--- src/rtl/float_mul_arbiter_pkg.sv ---
// Shared definitions for the two-requester float multiply arbiter:
// controller state encoding, status flag bit positions and the default
// core-abort timeout.
package float_mul_arbiter_pkg;

    typedef enum logic [2:0] {
        IDLE  = 3'd0,
        GRANT = 3'd1,
        RUN   = 3'd2,
        DRAIN = 3'd3,
        RESP  = 3'd4
    } arbState_t;

    // Bit positions inside the 4-bit Flags word.
    localparam int FLAG_OVER    = 3;
    localparam int FLAG_UNDER   = 2;
    localparam int FLAG_ZERO    = 1;
    localparam int FLAG_TIMEOUT = 0;

    // Core cycles to wait for done before the job is aborted.
    localparam int TIMEOUT_DEFAULT = 15;

    // Assemble a Flags word from individual status bits.
    function automatic logic [3:0] packFlags(input logic over, input logic under,
                                             input logic zero, input logic timeout);
        logic [3:0] f;
        f               = '0;
        f[FLAG_OVER]    = over;
        f[FLAG_UNDER]   = under;
        f[FLAG_ZERO]    = zero;
        f[FLAG_TIMEOUT] = timeout;
        return f;
    endfunction

endpackage

--- src/rtl/float_rr_pick.sv ---
// Two-way round-robin picker: a lone request wins outright; on a tie the
// requester that was not served last wins.
module float_rr_pick (
    input  logic [1:0] req,
    input  logic       last,
    output logic       grant_valid,
    output logic       grant_idx
);

    // Combinational winner selection.
    always_comb begin
        // NOTE: every output gets a default before the case so no path
        // leaves it unassigned, which would otherwise infer a latch.
        grant_valid = |req;
        grant_idx   = 1'b0;
        case (req)
            2'b01:   grant_idx = 1'b0;
            2'b10:   grant_idx = 1'b1;
            2'b11:   grant_idx = ~last;
            default: grant_idx = 1'b0;
        endcase
    end

endmodule

--- src/rtl/float_mul_arbiter.sv ---
// Arbitrates two requesters onto one shared multi-cycle float multiplier
// core. Operands are latched at grant, the core is run until done or
// timeout, held one extra drain cycle so it returns to its initial step,
// and the result is reported with a one-cycle done pulse to the owner.
module float_mul_arbiter
    import float_mul_arbiter_pkg::*;
#(
    parameter int TIMEOUT = TIMEOUT_DEFAULT
) (
    input  logic        CLK,
    input  logic        RSTn,
    input  logic        Req0_Sig,
    input  logic        Req1_Sig,
    input  logic [31:0] A0,
    input  logic [31:0] B0,
    input  logic [31:0] A1,
    input  logic [31:0] B1,
    output logic        Done0_Sig,
    output logic        Done1_Sig,
    output logic [31:0] Result,
    output logic [3:0]  Flags,
    output logic        Owner,
    output logic [31:0] Mul_A,
    output logic [31:0] Mul_B,
    output logic        Mul_Start_Sig,
    input  logic [31:0] Mul_Result,
    input  logic [3:0]  Mul_Done_Sig
);

    localparam int CNT_W = (TIMEOUT < 2) ? 1 : $clog2(TIMEOUT + 1);

    arbState_t        state;
    arbState_t        nextState;
    logic             pickValid;
    logic             pickIdx;
    logic             winner;
    logic             lastServed;
    logic [CNT_W-1:0] toCount;
    logic [31:0]      capResult;
    logic [2:0]       capStatus;
    logic             coreDone;
    logic             expired;

    assign coreDone = Mul_Done_Sig[0];
    assign expired  = (toCount == CNT_W'(TIMEOUT - 1));

    float_rr_pick uPick (
        .req         ({Req1_Sig, Req0_Sig}),
        .last        (lastServed),
        .grant_valid (pickValid),
        .grant_idx   (pickIdx)
    );

    // State register.
    always_ff @(posedge CLK or negedge RSTn) begin
        // NOTE: state is updated with non-blocking assignments so every
        // flop samples pre-edge values regardless of statement order.
        if (!RSTn) state <= IDLE;
        else       state <= nextState;
    end

    // Next-state decode and core run enable.
    always_comb begin
        nextState     = state;
        Mul_Start_Sig = 1'b0;
        case (state)
            IDLE:  if (pickValid) nextState = GRANT;
            GRANT: nextState = RUN;
            RUN: begin
                Mul_Start_Sig = 1'b1;
                if (coreDone)     nextState = DRAIN;
                else if (expired) nextState = RESP;
            end
            DRAIN: begin
                Mul_Start_Sig = 1'b1;
                nextState     = RESP;
            end
            RESP:    nextState = IDLE;
            default: nextState = IDLE;
        endcase
    end

    // Job datapath: winner, operand latch, timeout count, capture and report.
    always_ff @(posedge CLK or negedge RSTn) begin
        if (!RSTn) begin
            winner     <= 1'b0;
            lastServed <= 1'b1;
            toCount    <= '0;
            Mul_A      <= '0;
            Mul_B      <= '0;
            capResult  <= '0;
            capStatus  <= '0;
            Result     <= '0;
            Flags      <= '0;
            Owner      <= 1'b0;
            Done0_Sig  <= 1'b0;
            Done1_Sig  <= 1'b0;
        end else begin
            Done0_Sig <= 1'b0;
            Done1_Sig <= 1'b0;
            case (state)
                IDLE: if (pickValid) winner <= pickIdx;
                GRANT: begin
                    Mul_A   <= winner ? A1 : A0;
                    Mul_B   <= winner ? B1 : B0;
                    toCount <= '0;
                end
                RUN: begin
                    toCount <= toCount + CNT_W'(1);
                    if (coreDone) begin
                        capResult <= Mul_Result;
                        capStatus <= Mul_Done_Sig[3:1];
                    end
                end
                default: ;
            endcase

            // Report registers load on entry to RESP so they are visible
            // in the same cycle as the done pulse.
            if (nextState == RESP) begin
                if (state == DRAIN) begin
                    Result <= capResult;
                    Flags  <= packFlags(capStatus[2], capStatus[1], capStatus[0], 1'b0);
                end else begin
                    Result <= '0;
                    Flags  <= packFlags(1'b0, 1'b0, 1'b0, 1'b1);
                end
                Owner      <= winner;
                lastServed <= winner;
                Done0_Sig  <= ~winner;
                Done1_Sig  <= winner;
            end
        end
    end

endmodule

--- config.mk ---
export PLATFORM = sky130hd
export DESIGN_NAME = float_mul_arbiter
export DESIGN_NICKNAME = d
export VERILOG_FILES = /design/src/rtl/float_mul_arbiter_pkg.sv /design/src/rtl/float_rr_pick.sv /design/src/rtl/float_mul_arbiter.sv
export SDC_FILE = /design/constraint.sdc
export NUM_CORES = 1
export LEC_CHECK = 0
export CAP_MARGIN = 25
export CORE_MARGIN = 2
export CORE_UTILIZATION = 35
export CTS_CLUSTER_SIZE = 20
export DETAILED_ROUTE_END_ITERATION = 6
export DONT_BUFFER_PORTS = 1
export PLACE_DENSITY = 0.53
export SLEW_MARGIN = 5
export SYNTH_ARGS = -nofsm -noshare
export SYNTH_HDL_FRONTEND = slang
export SYNTH_SLANG_ARGS = --single-unit
--- constraint.sdc ---
create_clock -name CLK -period 1.4 [get_ports CLK]
set_input_delay 0.14 -clock CLK [delete_from_list [all_inputs] [get_ports CLK]]
set_output_delay 0.14 -clock CLK [all_outputs]
set_load 0.005 [all_outputs]
==> results of run 1 <==
==> stage by stage <==
step | utilization (%) | cell area [um2] | worst slack [ns]
floorplan | - | 6250 | -0.103
detailed placement | 38.2 | 6630 | -0.185
global placement | 38.2 | 6630 | -0.172
==> logic make-up after synthesis <==
| family | after synthesis |
|---|---|
| AOI/OAI and AO/OA | 116 |
| DFF | 147 |
| buffers and inverters | 42 |
| adders and majority gates | 2 |
| and+or+nand+nor | 84 |
| muxes | 102 |
==> results by stage, run 1 <==
Outcome:
- The flow did not finish.
- The stage where the run ended is clock tree synthesis (4_1_cts).
- The tool reported: "[ERROR RSZ-0060] Max buffer count reached".

Synth:
- The yosys synthesis warning count is 0.
- The sequential element share of the synthesized area is 59.0%.
- The synthesized design contains 0 enable-type register cells.
- The cell with the most instances after synthesis is sky130_fd_sc_hd__dfrtp_1.
- Dividing the synthesized area by the synthesized cell count gives 12.6 um2.
- Of the total synthesized cell area, the portion taken by XOR and XNOR cells is 0%.
- The combinational family with the most area after synthesis is multiplexers.
- The number of distinct library cells after synthesis is 33.
- The synthesized netlist devotes 11.7% of its cell area to compound gates.
- Counting every net in the synthesized netlist gives approximately 660.
- The count of state elements after synthesis is 147.
- The library cell with the largest summed area after synthesis is sky130_fd_sc_hd__dfrtp_1.
- The gate count of the mapped netlist is about 490.
- The share of synthesized flip-flops with an asynchronous set or reset is 100%.
- The simple-gate share of the synthesized area is between 5 and 6%.
- In the post-synthesis netlist, the biggest area contributors are sky130_fd_sc_hd__dfrtp_1 (59%), sky130_fd_sc_hd__mux2i_1 (10%), sky130_fd_sc_hd__mux2_4 (7.5%).
- The mapped cell area is approximately 0.0062 mm2.
- Summing the areas of all fa, ha and maj instances in the mapped netlist gives less than 1% of the synthesized area.
- The most common flop cell mapped by yosys is sky130_fd_sc_hd__dfrtp_1.
- In this run the biggest area consumer among cell types represents about three fifths of the synthesized area.
- After synthesis, the most frequently instantiated cells are sky130_fd_sc_hd__dfrtp_1 (146), sky130_fd_sc_hd__a21oi_1 (69), sky130_fd_sc_hd__nor2_1 (67).
- Of the post-synthesis cell area, the part taken by muxes is 19.0%.

Die:
- From left edge to right edge, the die measures 137 um.
- The initial cell density of the core is 35.9%.
- The standard-cell row count is 48.
- 272 I/O pins were placed.
- The die extent in y is 137 um.

Clock network:
- The maximum buffer depth of the clock tree is 2.
- The tree is rooted in a sky130_fd_sc_hd__clkbuf_16.
- The maximum level of the CTS H-tree is 4.
- Clock tree synthesis inserted a total of 17 buffers.
- Buffers added to address setup during post-CTS repair amount to 20.
- In this run, post-CTS repair resized a total of 65 instances.
- The clock net in this run drives a total of about 150 sinks.
- Hold repair after CTS inserted 156 buffers.

Place:
- Including well taps, the total number of placed cells is 707.
- The HPWL after detailed placement is 10.1 mm.
- Routability-driven placement finished with a final weighted congestion of roughly 0.76.
- The number of port buffers is 0.
==> inputs of run 2 (changes only) <==
--- a/config.mk
+++ b/config.mk
@@ -7,11 +7,10 @@
 export LEC_CHECK = 0
 export CAP_MARGIN = 25
 export CORE_MARGIN = 2
-export CORE_UTILIZATION = 35
-export CTS_CLUSTER_SIZE = 20
+export CORE_UTILIZATION = 20
 export DETAILED_ROUTE_END_ITERATION = 6
 export DONT_BUFFER_PORTS = 1
-export PLACE_DENSITY = 0.53
+export PLACE_DENSITY_LB_ADDON = 0.15
 export SLEW_MARGIN = 5
 export SYNTH_ARGS = -nofsm -noshare
 export SYNTH_HDL_FRONTEND = slang
==> constraint.sdc (replaced) <==
create_clock -name CLK -period 1.8 [get_ports CLK]
set_input_delay 0.18 -clock CLK [delete_from_list [all_inputs] [get_ports CLK]]
set_output_delay 0.18 -clock CLK [all_outputs]
set_load 0.005 [all_outputs]
==> run 2 against run 1 <==
The flow now finishes, with violations (negative hold slack). Synthesized cell count unchanged. Synthesized area unchanged.
==> results by stage, run 2 <==
Global routing:
- The number of global-route vias before repair is 4684.
- For met3 alone, demand over resource in global routing was 5.70%.
- Global routing used 17.3% of the available met2 tracks.
- The number of antenna violations at the first check in global routing is 0.
- For this run, global-route usage on met1 was measured as 11.7%.
- The first global-routing pass estimated 26.9 mm of wire.
- The peak-usage layer in the global routing report is met2.
- The maximum number of pins on one net before global-route repair is between 100 and 150.
- The overall fraction of global-route tracks in use is 10.6%.
- Global routing finished with a remaining overflow of 0.

Final layout:
- The non-filler instance count after layout is 1065.
- Leaving out fill and tap cells, the most frequent cells in the layout are sky130_fd_sc_hd__dlygate4sd3_1 (163), sky130_fd_sc_hd__dfrtp_1 (144), sky130_fd_sc_hd__a21oi_1 (69).
- The multi-input combinational cells in the finished layout cover a total of 0.00233 mm2.
- In the final layout, the share of cells above drive strength 1 is 14.3%.
- The filler cell count is 3043.
- The post-route cell area is 0.00902 mm2.
- The area of all sequential standard cells is 0.00368 mm2.
- The number of nets in the layout is 827.
- Compared with the post-synthesis result, the final layout area differs by 44.7%.
- The number of inserted diodes is 0.
- The library cell used most frequently in the layout, excluding fill and tap cells, is sky130_fd_sc_hd__dlygate4sd3_1.

Synth:
- The portion of synthesized area spent on multiplexers is between 10% and 20%.
- Sorting the synthesized cells by area gives the leading types as sky130_fd_sc_hd__dfrtp_1 (59%), sky130_fd_sc_hd__mux2i_1 (10%), sky130_fd_sc_hd__mux2_4 (7.5%).
- The sequential element share of the synthesized area is 59.0%.
- After synthesis, the largest family of logic cells by area is multiplexers.
- After technology mapping, the gate count stands at 493.
- The synthesized netlist contains 33 unique library cells.
- Among all cell types in the netlist, the one instantiated most often is sky130_fd_sc_hd__dfrtp_1.
- The library cell with the largest summed area after synthesis is sky130_fd_sc_hd__dfrtp_1.
- After Yosys synthesis, XOR and XNOR cells account for 0% of the synthesized area.
- The Yosys step of the flow raised 0 warnings.
- Counting flops with an async set or reset pin after synthesis yields a share of 100%.
- After synthesis the netlist holds a flip-flop and latch count of 147.
- The portion of synthesized cell area occupied by the leading cell type is around three fifths.
- The simple-gate share of the synthesized area is 5.98%.
- In the synthesized netlist, the cells that appear most often are sky130_fd_sc_hd__dfrtp_1 (146), sky130_fd_sc_hd__a21oi_1 (69), sky130_fd_sc_hd__nor2_1 (67).
- The average instance in the mapped netlist occupies 12.6 um2.
- The compound-gate portion of the synthesized area is 11.7%.
- The most common flop cell mapped by yosys is sky130_fd_sc_hd__dfrtp_1.
- The number of synthesized flops with an enable pin is 0.
- The net count after synthesis is approximately 660.
- The post-synthesis share of cell area spent on full adders, half adders and majority gates is 0.401%.
- The mapped cell area is 0.00624 mm2.

Worst setup path:
- The slowest stage of the critical path is the sky130_fd_sc_hd__dfrtp_1 cell.
- The critical path is of the flip-flop to flip-flop type.
- In this run the worst setup path begins at toCount[0]$_DFFE_PN0P_.
- On the worst path, the slowest cell contributes a delay of approximately 0.38 ns.
- In this run the worst path has a maximum fanout of 24.
- The destination of the worst register-to-register timing path is Owner$_DFFE_PN0N_.
- Together, buffers and inverters on the worst path number 2.
- In this run the register-to-register setup slack is 0.1 ns.
- The launching point of the worst reg2reg path is toCount[0]$_DFFE_PN0P_.
- The element type at the critical path start is a flip-flop.
- The required time reported for the critical path endpoint is 2.11 ns.
- The critical path's top delay family is flip-flops.
- The worst setup path is captured at a flip-flop.
- The data arrival time of the worst path is 2.01 ns.
- The depth of the worst register-to-register path is 6.
- Walking the worst path, the cells encountered are inv_1 > ha_1 > and4b_1 > o21ai_4 > buf_12 > mux2_4.

Place:
- Once detailed placement completed, the half-perimeter wirelength came to 10.5 mm.
- The last weighted congestion value of the routability-driven placer is about 0.72.
- The number of port buffers is 0.
- Counting tap cells, the placed design contains a total of 871 instances.
- The post-detailed-placement cell area is ~0.0067 mm2.

Clock network:
- In this run the number of H-tree levels came out at 4.
- Clock tree synthesis selected as its root buffer the cell sky130_fd_sc_hd__clkbuf_16.
- The clock network latency to the later pin of the worst-skew pair is 0.43 ns.
- The clock tree from TritonCTS is built.
- The clock transition at the register clock pins on the worst setup and hold paths after CTS is ~0.06 ns.
- The maximum buffer depth of the clock tree is 2.
- Buffers inserted during clock tree synthesis total 17.
- In this run the post-CTS setup repair buffer count came out at 0.
- The TritonCTS sink count is 147.

Power:
- VDD sags by at most 0.000832 V.
- The static power due to leakage is 3.88 nW.
- Power spread over the standard cell area amounts to 1680 mW/mm2.

STA:
- The post-route minimum period is 1.70 ns.
- Headroom to the max-slew limit came out at around two thirds.
- Setup violations remaining at the end of the flow were counted as 0.
- Setup repair after global routing left no endpoint under its margin.
- The final hold slack is -0.551 ns.
- The final worst-path cycle share is 94.7%.
- The number of endpoints with negative hold slack in the final report is 147.
- The slew of the pin with the lowest slew margin is 0.526 ns.
- The timing-limited maximum frequency is 0.587 GHz.
- The clock arrives with 0.0132 ns of skew.
- The final sum of negative setup slack is 0 ns.
- The count of pins over their slew limit is 0.

Routing:
- The vias per cell is 4.17.
- In this run, the number of DRC markers left after iteration 0 of detailed routing was 151.
- The via total after detailed routing is 4444.
- The final layout contains routed wiring with a total length of between 15 and 20 mm.
- Dividing the detail-routed wire length by the instance count gives 16.1 um.
- After detailed routing, the number of remaining DRC violations is 0.
- The iteration count of the initial detailed-routing pass is 4.
- The detail route stage leaves a number of antenna-violating nets equal to 0.

Outcome:
- The final reports fail on negative hold slack.
- The run finished, with violations left.

Die:
- The total area inside the core boundary comes to slightly above 0.03 mm2.
- In this run the horizontal extent of the chip is about 180 um.
- The floorplan step defined a die boundary enclosing 0.0326 mm2.
- The standard-cell row count is 64.
- Once the floorplan was initialized, standard cells occupied between 20% and 30% of the core.
- The die extent in y is around 180 um.
- The number of placed I/O pins is 272.

Job:
- Max-cap violations in this run came to 0.

Min path:
- The tightest min-delay check is of the input pin to asynchronous set/reset pin type.
-- run 2: cell counts after synthesis --
No cell type changed its count.
-- run 2: power by group --
group,leakage [nW],internal (mW),switching [mW]
Sequential,1.71,4.92,1.34
Combinational,1.86,2.64,2.23
Clock,0.316,2.53,1.46
-- run 2: worst max path at each step --
stage | to | slack, ns | cells past startpoint
2_1_floorplan | Owner$_DFFE_PN0N_ | 0.23 | 6
3_3_place_gp | Owner$_DFFE_PN0N_ | 0.12 | 6
3_5_place_dp | Mul_A[21]$_DFFE_PN0P_ | 0.07 | 6
4_1_cts | Mul_A[21]$_DFFE_PN0P_ | 0.07 | 6
5_1_grt | Mul_A[6]$_DFFE_PN0P_ | 0.005 | 6
6_report | Owner$_DFFE_PN0N_ | 0.1 | 6
-- run 2: area by class of cell --
type                       instances  share of cell area [%]
clock inverter                    12                    2.23
timing repair buffer             181                    20.4
inverter                           6                   0.250
multi-input combinational        304                    25.8
sequential                       147                    40.8
clock buffer                      19                    5.02
tap                              396                    5.49
-- run 2: kinds of logic (layout without fill, tap and decap cells) --
kind of cell               count (synthesis)  in the layout
AOI/OAI and AO/OA                        116            116
adders and majority gates                  2              2
buffers and inverters                     42            218
DFF                                      147            147
muxes                                    102            102
and+or+nand+nor                           84             84
-- run 2: metal layers --
metal,wire length [um],part of all wire (%)
met1,6940,40
met2,8220,48
met3,1720,10
met4,278,1.6
met5,0,0
-- run 2: through the flow --
step	util [%]	setup slack, ns	power, mW
6_report	29.4	0.0963	15.1
5_1_grt	29.4	0.00468	16.2
4_1_cts	29.4	0.0722	15.4
3_5_place_dp	22.0	0.0745	11.0
3_3_place_gp	22.0	0.123	10.8
2_1_floorplan	-	0.234	9.63
-- run 2: timing repair --
item | 4_1_cts | 5_1_grt
endpoints found under the hold margin | 247 | 148
endpoints found under the setup margin | 0 | 22
hold buffers | 162 | 1
resized for setup | 0 | 1
Note: power is estimated with default switching activity, not from simulation.
==> inputs of run 3 (changes only) <==
--- a/config.mk
+++ b/config.mk
@@ -5,7 +5,8 @@
 export SDC_FILE = /design/constraint.sdc
 export NUM_CORES = 1
 export LEC_CHECK = 0
-export CAP_MARGIN = 25
+export ABC_AREA = 1
+export CAP_MARGIN = 15
 export CORE_MARGIN = 2
 export CORE_UTILIZATION = 20
 export DETAILED_ROUTE_END_ITERATION = 6
==> run 3 against run 2 <==
The flow still finishes with violations (negative hold slack). Synthesized cell count grew 45%. Cell area grew 0.69%. Non-clock buffer count shrank 13. First-iteration DRC count grew 21%. Clock power shrank 10%. Sequential share of layout area shrank 0.32 points. Critical path type unchanged. Critical endpoint is now capResult[18]$_DFFE_PN0P_. Largest power group unchanged.
==> results by stage, run 3 <==
Outcome:
- The flow ran to the end, but the final reports show violations.
- The checks that failed: negative hold slack.

Synth:
- The yosys synthesis warning count is 0.
- In this run, synthesis produced a sequential element count of 147.
- Ranked by instance count, the synthesized netlist is headed by sky130_fd_sc_hd__nand2_1 (322), sky130_fd_sc_hd__dfrtp_1 (146), sky130_fd_sc_hd__o211ai_1 (55).
- For this run, the register share of the synthesized area comes to 56.9%.
- The share of synthesized flip-flops with an asynchronous set or reset is 100%.
- The most used flip-flop cell after synthesis is sky130_fd_sc_hd__dfrtp_1.
- Of all cell types, the one taking the most synthesized area is sky130_fd_sc_hd__dfrtp_1.
- The number of distinct library cells after synthesis is 29.
- By instance count, the leading cell after synthesis is sky130_fd_sc_hd__nand2_1.
- The synthesized design contains 0 enable-type register cells.
- The combinational family with the most area after synthesis is simple AND/OR/NAND/NOR gates.
- A synthesized cell averages 9.02 um2.
- The net count after synthesis is 887.
- Of the post-synthesis cell area, the dominant cell type holds 56.5%.
- The synthesized netlist devotes 29.1% of its cell area to simple gates.
- The gate count of the mapped netlist is 717.
- Summing the areas of all compound-gate instances in the mapped netlist gives 8.78% of the synthesized area.
- The post-synthesis share of cell area spent on full adders, half adders and majority gates is less than 1%.
- The XOR/XNOR share of the synthesized area is 0.135%.
- Ranked by total cell area, the synthesized netlist is headed by sky130_fd_sc_hd__dfrtp_1 (57%), sky130_fd_sc_hd__nand2_1 (19%), sky130_fd_sc_hd__o211ai_1 (6.4%).
- The mapped cell area is 0.00647 mm2.
- Of the post-synthesis cell area, the part taken by muxes is 0%.

Die:
- The number of placed I/O pins is 272.
- The floorplan die width is 184 um.
- The initial utilization of the core area, before any placement, comes to 20.4%.
- The floorplan has 65 rows.
- The core footprint is 0.0317 mm2.
- The die is 184 um tall.
- The die area is 0.0338 mm2.

Worst setup path:
- The destination of the worst register-to-register timing path is capResult[18]$_DFFE_PN0P_.
- The worst setup path is of the flip-flop to flip-flop kind.
- The depth of the worst register-to-register path is 7.
- The cell type of the slowest stage on the worst timing path is sky130_fd_sc_hd__dlygate4sd3_1.
- The signal on the critical path passes through inv_1 > nand3_4 > inv_4 > buf_12 > nand3_1 > dlygate4sd3_1 > nand2_1.
- The worst register-to-register path begins at state[0]$_DFF_PN0_.
- Data arrives at the worst endpoint at about 2 ns.
- The kind of end point of the critical path is a flip-flop.
- The largest fanout of any net on the critical path is 20.
- The delay of the slowest cell on the worst path is 0.56 ns.
- The required time reported for the critical path endpoint is 2.18 ns.
- The element type at the critical path start is a flip-flop.
- The setup slack of the worst register-to-register path is around 0.12 ns.
- The worst setup path startpoint is state[0]$_DFF_PN0_.
- The capturing element of the worst setup path is capResult[18]$_DFFE_PN0P_.

STA:
- The slack of the critical path is between 0.1 and 0.15 ns.
- The timing-limited maximum frequency is between 0.5 and 0.6 GHz.
- The largest clock skew in the final design is 0.00994 ns.
- Subtracting the final worst setup slack from the clock period gives around 1.7 ns.
- The count of pins over their slew limit is 0.
- The tightest slew margin relative to the limit is 69.0%.
- At the pin with the least slew margin, the transition time is between 0.4 and 0.5 ns.
- The final sum of negative setup slack is 0 ns.
- Setup violations remaining at the end of the flow were counted as 0.
- The tightest hold path in the finished design has a slack of -0.561 ns.
- The final worst-path cycle share is between 90% and 100%.
- The number of endpoints with negative hold slack in the final report was 147.
- Setup repair after global routing left no endpoint under its margin.

Clock network:
- The root buffer cell is sky130_fd_sc_hd__clkbuf_16.
- Buffers inserted during clock tree synthesis total 17.
- The clock transition at the register clock pins on the worst setup and hold paths after CTS is 0.07 ns.
- The maximum level of the CTS H-tree is 4.
- Clock tree synthesis found a total of between 100 and 150 sinks.
- The clock tree from TritonCTS is built.
- The maximum buffer depth of the clock tree is 2.
- The count of hold buffers inserted by post-cts repair is approximately 160.
- The clock network latency to the later pin of the worst-skew pair is 0.44 ns.

Final layout:
- The number of inserted diodes is 0.
- The area growth from synthesis to final layout is 40.5%.
- The most common cell after layout, fill and taps aside is sky130_fd_sc_hd__nand2_1.
- At the end of the flow, the number of nets in the layout was 1029.
- In the layout the commonest cells are sky130_fd_sc_hd__nand2_1 (322), sky130_fd_sc_hd__dlygate4sd3_1 (156), sky130_fd_sc_hd__dfrtp_1 (145).
- The finished layout holds 1274 standard cells, fillers aside.
- The filler cells instantiated in the layout total approximately 3300.
- The fraction of layout cells with a size suffix above 1 is 9.98%.

Routing:
- The number of DRC violations after detailed routing is 0.
- Dividing the detail-routed via count by the number of cells gives 4.20.
- In the final routed layout, each cell accounts on average for 16.7 um.
- The via total after detailed routing is roughly 5400.
- The first routing iteration left 183 violations.
- The iteration count of the initial detailed-routing pass is 4.
- In this run the remaining antenna-violating nets after routing total 0.
- The total wire length after detailed routing is about 21 mm.

Place:
- The HPWL after detailed placement is between 10 and 15 mm.
- The total instance count after detailed placement is 1083.
- The worst slack at placement is 0.301 ns.
- The number of port buffers is 0.
- At the end of routability-driven placement, the weighted congestion stood at 0.691.

Global routing:
- The overall fraction of global-route tracks in use is 12.3%.
- The number of global-route vias before repair is roughly 5600.
- Entering global routing, the biggest net connects 148 pins.
- The sum of overflow across all layers after global routing is 0.
- The number of antenna violations at the first check in global routing is 0.
- The first-pass GRT wire length is approximately 31 mm.

Power:
- The share of power burned in combinational logic is 33.1%.
- The worst-case IR drop observed on VDD is 0.000613 V.
- The ratio of total power to cell area is ~1600 mW/mm2.
- The share of total power in sequential cells is about 43%.
- The clock network fraction of total power is between 20 and 25%.
- The net switching fraction of the power is about two fifths.
- Internal power comes to 8.88 mW.
- Power comes to 14.8 mW.
- The net switching power is just under 6 mW.
- The analysis attributes to cell leakage a power of 4.22 nW.

Min path:
- The worst hold path belongs to the class input pin to asynchronous set/reset pin.

Job:
- The number of maximum-capacitance constraint violations is 0.
run 3: cell types whose count changed in the layout (fill, tap and decap cells not counted), moves of 35 or more:
cell	change
sky130_fd_sc_hd__mux2i_1	-65
sky130_fd_sc_hd__nor2_1	-66
sky130_fd_sc_hd__or2_0	+40
sky130_fd_sc_hd__o211ai_1	+55
sky130_fd_sc_hd__a21oi_1	-68
sky130_fd_sc_hd__a22o_1	-35
sky130_fd_sc_hd__nand3_1	+41
sky130_fd_sc_hd__nand2_1	+318
run 3: critical path, delay by kind of cell (launching register included):
family | cells | cell delay (ns)
buffers and inverters | 4 | 0.94
DFF | 1 | 0.42
and+or+nand+nor | 3 | 0.26
run 3: per-layer routing:
metal / wire length [um] / up-vias / track usage [%]
met3: 2190 / 19 / 6.02
met1: 8580 / 2507 / 12.6
met2: 10100 / 220 / 21.8
li1: - / 2606 / -
met5: 0 / - / 0
met4: 357 / 0 / 4.38
run 3: final cells by class:
type | instances | area (um2) | area share (%)
clock buffers | 18 | 439 | 4.83
repair buffers | 168 | 1770 | 19.5
clock inverters | 14 | 143 | 1.57
flip-flops and latches | 147 | 3680 | 40.5
multi-input cells | 510 | 2490 | 27.4
inverters | 15 | 58.8 | 0.647
well taps | 402 | 503 | 5.53
run 3: repair_timing:
action,in CTS,in global routing
buffers inserted,0,1
hold endpoints to repair,250,147
setup endpoints to repair,0,11
gates resized for setup,0,3
run 3: kinds of logic after synthesis:
group           after synthesis
compound gates               71
xor+xnor                      1
fa+ha+maj                     2
buf+inv                      60
flops                       147
simple gates                436
run 3: through the flow:
stage,utilization (%),cell area (um2)
floorplan,-,6470
CTS,28.5,9040
global placement,21.7,6880
detailed placement,21.7,6880
global route,28.7,9090
finish,28.7,9090
run 3: power by group through the flow:
stage               registers (mW)  logic (mW)  clock network [mW]
floorplan                     5.87        3.44                   0
CTS                           6.35        4.84                3.76
global placement              6.47        4.45                   0
detailed placement            6.39        4.49                   0
global route                  6.57        5.64                3.90
finish                        6.31        4.89                3.58
run 3: how the worst min path moves through the flow:
| stage | from | endpoint | slack, ns | depth (start not counted) |
|---|---|---|---|---|
| after floorplan | RSTn | Done0_Sig$_DFF_PN0_ | -0.12 | 0 |
| after global placement | RSTn | Mul_B[5]$_DFFE_PN0P_ | -0.11 | 0 |
| after detailed placement | RSTn | Mul_B[5]$_DFFE_PN0P_ | -0.11 | 0 |
| after CTS | RSTn | Mul_A[21]$_DFFE_PN0P_ | -0.60 | 0 |
| after global routing | RSTn | Mul_B[7]$_DFFE_PN0P_ | -0.60 | 0 |
| final | RSTn | Mul_A[21]$_DFFE_PN0P_ | -0.56 | 0 |
==> inputs of run 4 (changes only) <==
--- a/config.mk
+++ b/config.mk
@@ -9,8 +9,10 @@
 export CAP_MARGIN = 15
 export CORE_MARGIN = 2
 export CORE_UTILIZATION = 20
+export CTS_BUF_LIST = sky130_fd_sc_hd__clkbuf_4 sky130_fd_sc_hd__clkbuf_8 sky130_fd_sc_hd__clkbuf_16
 export DETAILED_ROUTE_END_ITERATION = 6
 export DONT_BUFFER_PORTS = 1
+export HOLD_SLACK_MARGIN = 0.08
 export PLACE_DENSITY_LB_ADDON = 0.15
 export SLEW_MARGIN = 5
 export SYNTH_ARGS = -nofsm -noshare
==> run 4 against run 3 <==
First-iteration DRC count grew 13%. Sequential power is essentially flat. Worst setup slack gained 0.0021 ns. Combinational power grew 1%. Power grew 0.38%. Highest routed layer unchanged. Clock skew is essentially flat. Critical path type unchanged. Largest power group unchanged. Flip-flop and latch count is the same. Final cell count grew 1.5%. The flow still finishes with violations (negative hold slack).
==> results by stage, run 4 (synthesis gave the netlist of run 3 again) <==
STA:
- The final worst-path cycle share is 93.2%.
- For the final database, setup skew stands at 0.0104 ns.
- The final hold slack is -0.558 ns.
- The final sum of negative setup slack is 0 ns.
- Setup violations remaining at the end of the flow were counted as 0.
- The post-route minimum period is around 1.7 ns.
- The count of pins over their slew limit is 0.
- The number of endpoints with negative hold slack in the final report is 147.
- At the pin with the least slew margin, the transition time is 0.468 ns.
- The timing-limited maximum frequency is 0.596 GHz.
- Setup repair after global routing left no endpoint under its margin.
- In this run the tightest slew margin relative to its limit is 68.8%.

Job:
- Across the run, the number of max-cap violations was 0.

Final layout:
- The filler cell count is 3303.
- The post-route cell area is between 0.009 and 0.01 mm2.
- The repair_antennas step left the layout with diodes totalling 0.
- The number of nets in the layout is between 1000 and 1500.
- From synthesis to final layout, the design area changed by 43.5%.
- Of the cells placed in the final design, the portion with a size suffix greater than 1 is 9.76%.
- Leaving out fill and tap cells, the most frequent cells in the layout are sky130_fd_sc_hd__nand2_1 (322), sky130_fd_sc_hd__dlygate4sd3_1 (175), sky130_fd_sc_hd__dfrtp_1 (145).
- The library cell used most frequently in the layout, excluding fill and tap cells, is sky130_fd_sc_hd__nand2_1.

Place:
- Input and output buffers added on the ports amount to 0.
- At the end of routability-driven placement, the weighted congestion stood at between 0.6 and 0.7.
- The post-detailed-placement cell area is between 0.006 and 0.007 mm2.
- The HPWL after detailed placement is 12.5 mm.

Routing:
- The routed layout has 5464 vias.
- Using the TritonRoute via totals, the vias-per-cell ratio works out to 4.23.
- The total wire length after detailed routing is 21.6 mm.
- In the routed design, unresolved DRC markers number 0.
- The remaining antenna violation count after routing is 0.
- The first detailed-routing pass took 4 iterations.
- The DRC marker count from the first detailed-route iteration is 206.
- In the final routed layout, each cell accounts on average for 16.7 um.

Clock network:
- Counting along the longest clock path gives a buffer depth of 2.
- The clock network latency to the later pin of the worst-skew pair is around 0.44 ns.
- Counting the buffers created by CTS gives 17.
- TritonCTS built the clock tree.
- In this run the number of H-tree levels came out at 4.
- For this design, the CTS-stage hold fixing added 176 buffers.
- The root buffer cell is sky130_fd_sc_hd__clkbuf_16.
- The clock transition at the register clock pins on the worst setup and hold paths after CTS is 0.07 ns.
- The TritonCTS sink count is 147.

Global routing:
- The number of global-route vias before repair is between 5000 and 6000.
- The first global-routing pass estimated about 32 mm of wire.
- For this run, the total global-route usage over all layers was measured as approximately an eighth.
- The number of antenna violations at the first check in global routing is 0.
- The peak-usage layer in the global routing report is met2.
- The met1 demand-to-capacity share in global routing is 13.0%.
- The maximum number of pins on one net before global-route repair is between 100 and 150.
- The global-route met2 utilization is 21.9%.
- The routing usage on met3 is 6.20%.
- The sum of overflow across all layers after global routing is 0.

Outcome:
- The final reports fail on negative hold slack.
- The run finished, with violations left.

Die:
- 272 I/O pins were placed.
- Row generation in the floorplan step produced 65 rows.
- In this run the vertical extent of the chip is 184 um.
- For this configuration, the core starts out at a cell density of 20.4%.
- The die covers ~0.034 mm2.
- The core region is between 0.03 and 0.04 mm2.
- The die is 184 um wide.

Power:
- VDD sags by at most around 0.00061 V.
- The ratio of total power to cell area is approximately 1600 mW/mm2.
- The static power due to leakage is around 4.3 nW.

Worst setup path:
- The largest fanout of any net on the critical path is 20.
- The classification of the worst setup path is flip-flop to flip-flop.
- At the worst endpoint, the required time is between 2 and 2.5 ns.
- Data arrives at the worst endpoint at 2.06 ns.
- The element type at the critical path start is a flip-flop.
- The kind of end point of the critical path is a flip-flop.

Min path:
- The min-delay analysis places its worst path in the category input pin to asynchronous set/reset pin.
-- run 4: cell types whose count changed in the layout (fill, tap and decap cells not counted) --
cell	change
sky130_fd_sc_hd__dlygate4sd3_1	+19
-- run 4: area by class of cell --
type                            instances  area, um2  share of cell area [%]
Sequential cell                       147       3680                    39.7
Multi-Input combinational cell        510       2490                    26.9
Timing Repair Buffer                  187       1960                    21.1
Tap cell                              402        503                    5.42
Clock buffer                           18        439                    4.73
Clock inverter                         14        143                    1.54
Inverter                               15       58.8                   0.634
-- run 4: path summary, 6_finish.rpt --
check / end / cells past startpoint / from / slack (ns)
hold / removal: Mul_B[7]$_DFFE_PN0P_ / 0 / RSTn / -0.56
max in group asynchronous: lastServed$_DFFE_PN1N_ / 0 / RSTn / 2.02
min in group CLK: Mul_A[1]$_DFFE_PN0P_ / 3 / A1[1] / 0.12
setup / recovery: capResult[18]$_DFFE_PN0P_ / 7 / state[0]$_DFF_PN0_ / 0.12
setup reg to reg: capResult[18]$_DFFE_PN0P_ / 7 / state[0]$_DFF_PN0_ / 0.12
hold reg to reg: lastServed$_DFFE_PN1N_ / 2 / lastServed$_DFFE_PN1N_ / 0.47
-- run 4: worst max-delay path, cell delays in order (launching register included) --
cell                            delay (ns)
sky130_fd_sc_hd__dfrtp_1              0.42
sky130_fd_sc_hd__inv_1                0.11
sky130_fd_sc_hd__nand3_4              0.11
sky130_fd_sc_hd__inv_4                0.10
sky130_fd_sc_hd__buf_12               0.17
sky130_fd_sc_hd__nand3_1              0.08
sky130_fd_sc_hd__dlygate4sd3_1        0.56
sky130_fd_sc_hd__nand2_1              0.07
-- run 4: repair_timing --
item | in CTS | in global routing
hold endpoints to repair | 250 | 147
resized for setup | 0 | 3
setup endpoints to repair | 0 | 11
buffers inserted | 0 | 1
-- run 4: through the flow --
stage | setup slack [ns] | instances | util (%) | power, mW
after floorplan | 0.507 | 717 | - | 9.32
after global placement | 0.322 | 1083 | 21.7 | 10.9
after detailed placement | 0.301 | 1083 | 21.7 | 10.9
after CTS | 0.0221 | 1291 | 29.1 | 15.0
after global routing | 0.0142 | 1293 | 29.3 | 16.1
final | 0.122 | 1293 | 29.3 | 14.8
-- run 4: report_power, final --
group	internal (mW)	switching, mW	total [mW]
clock network	1.98	1.60	3.58
registers	4.96	1.35	6.31
logic	1.96	2.98	4.94
-- run 4: routing by layer --
metal,share of wire [%],routed length (um)
met5,0,0
met4,1.9,421
met3,10,2230
met2,47,10200
met1,41,8780
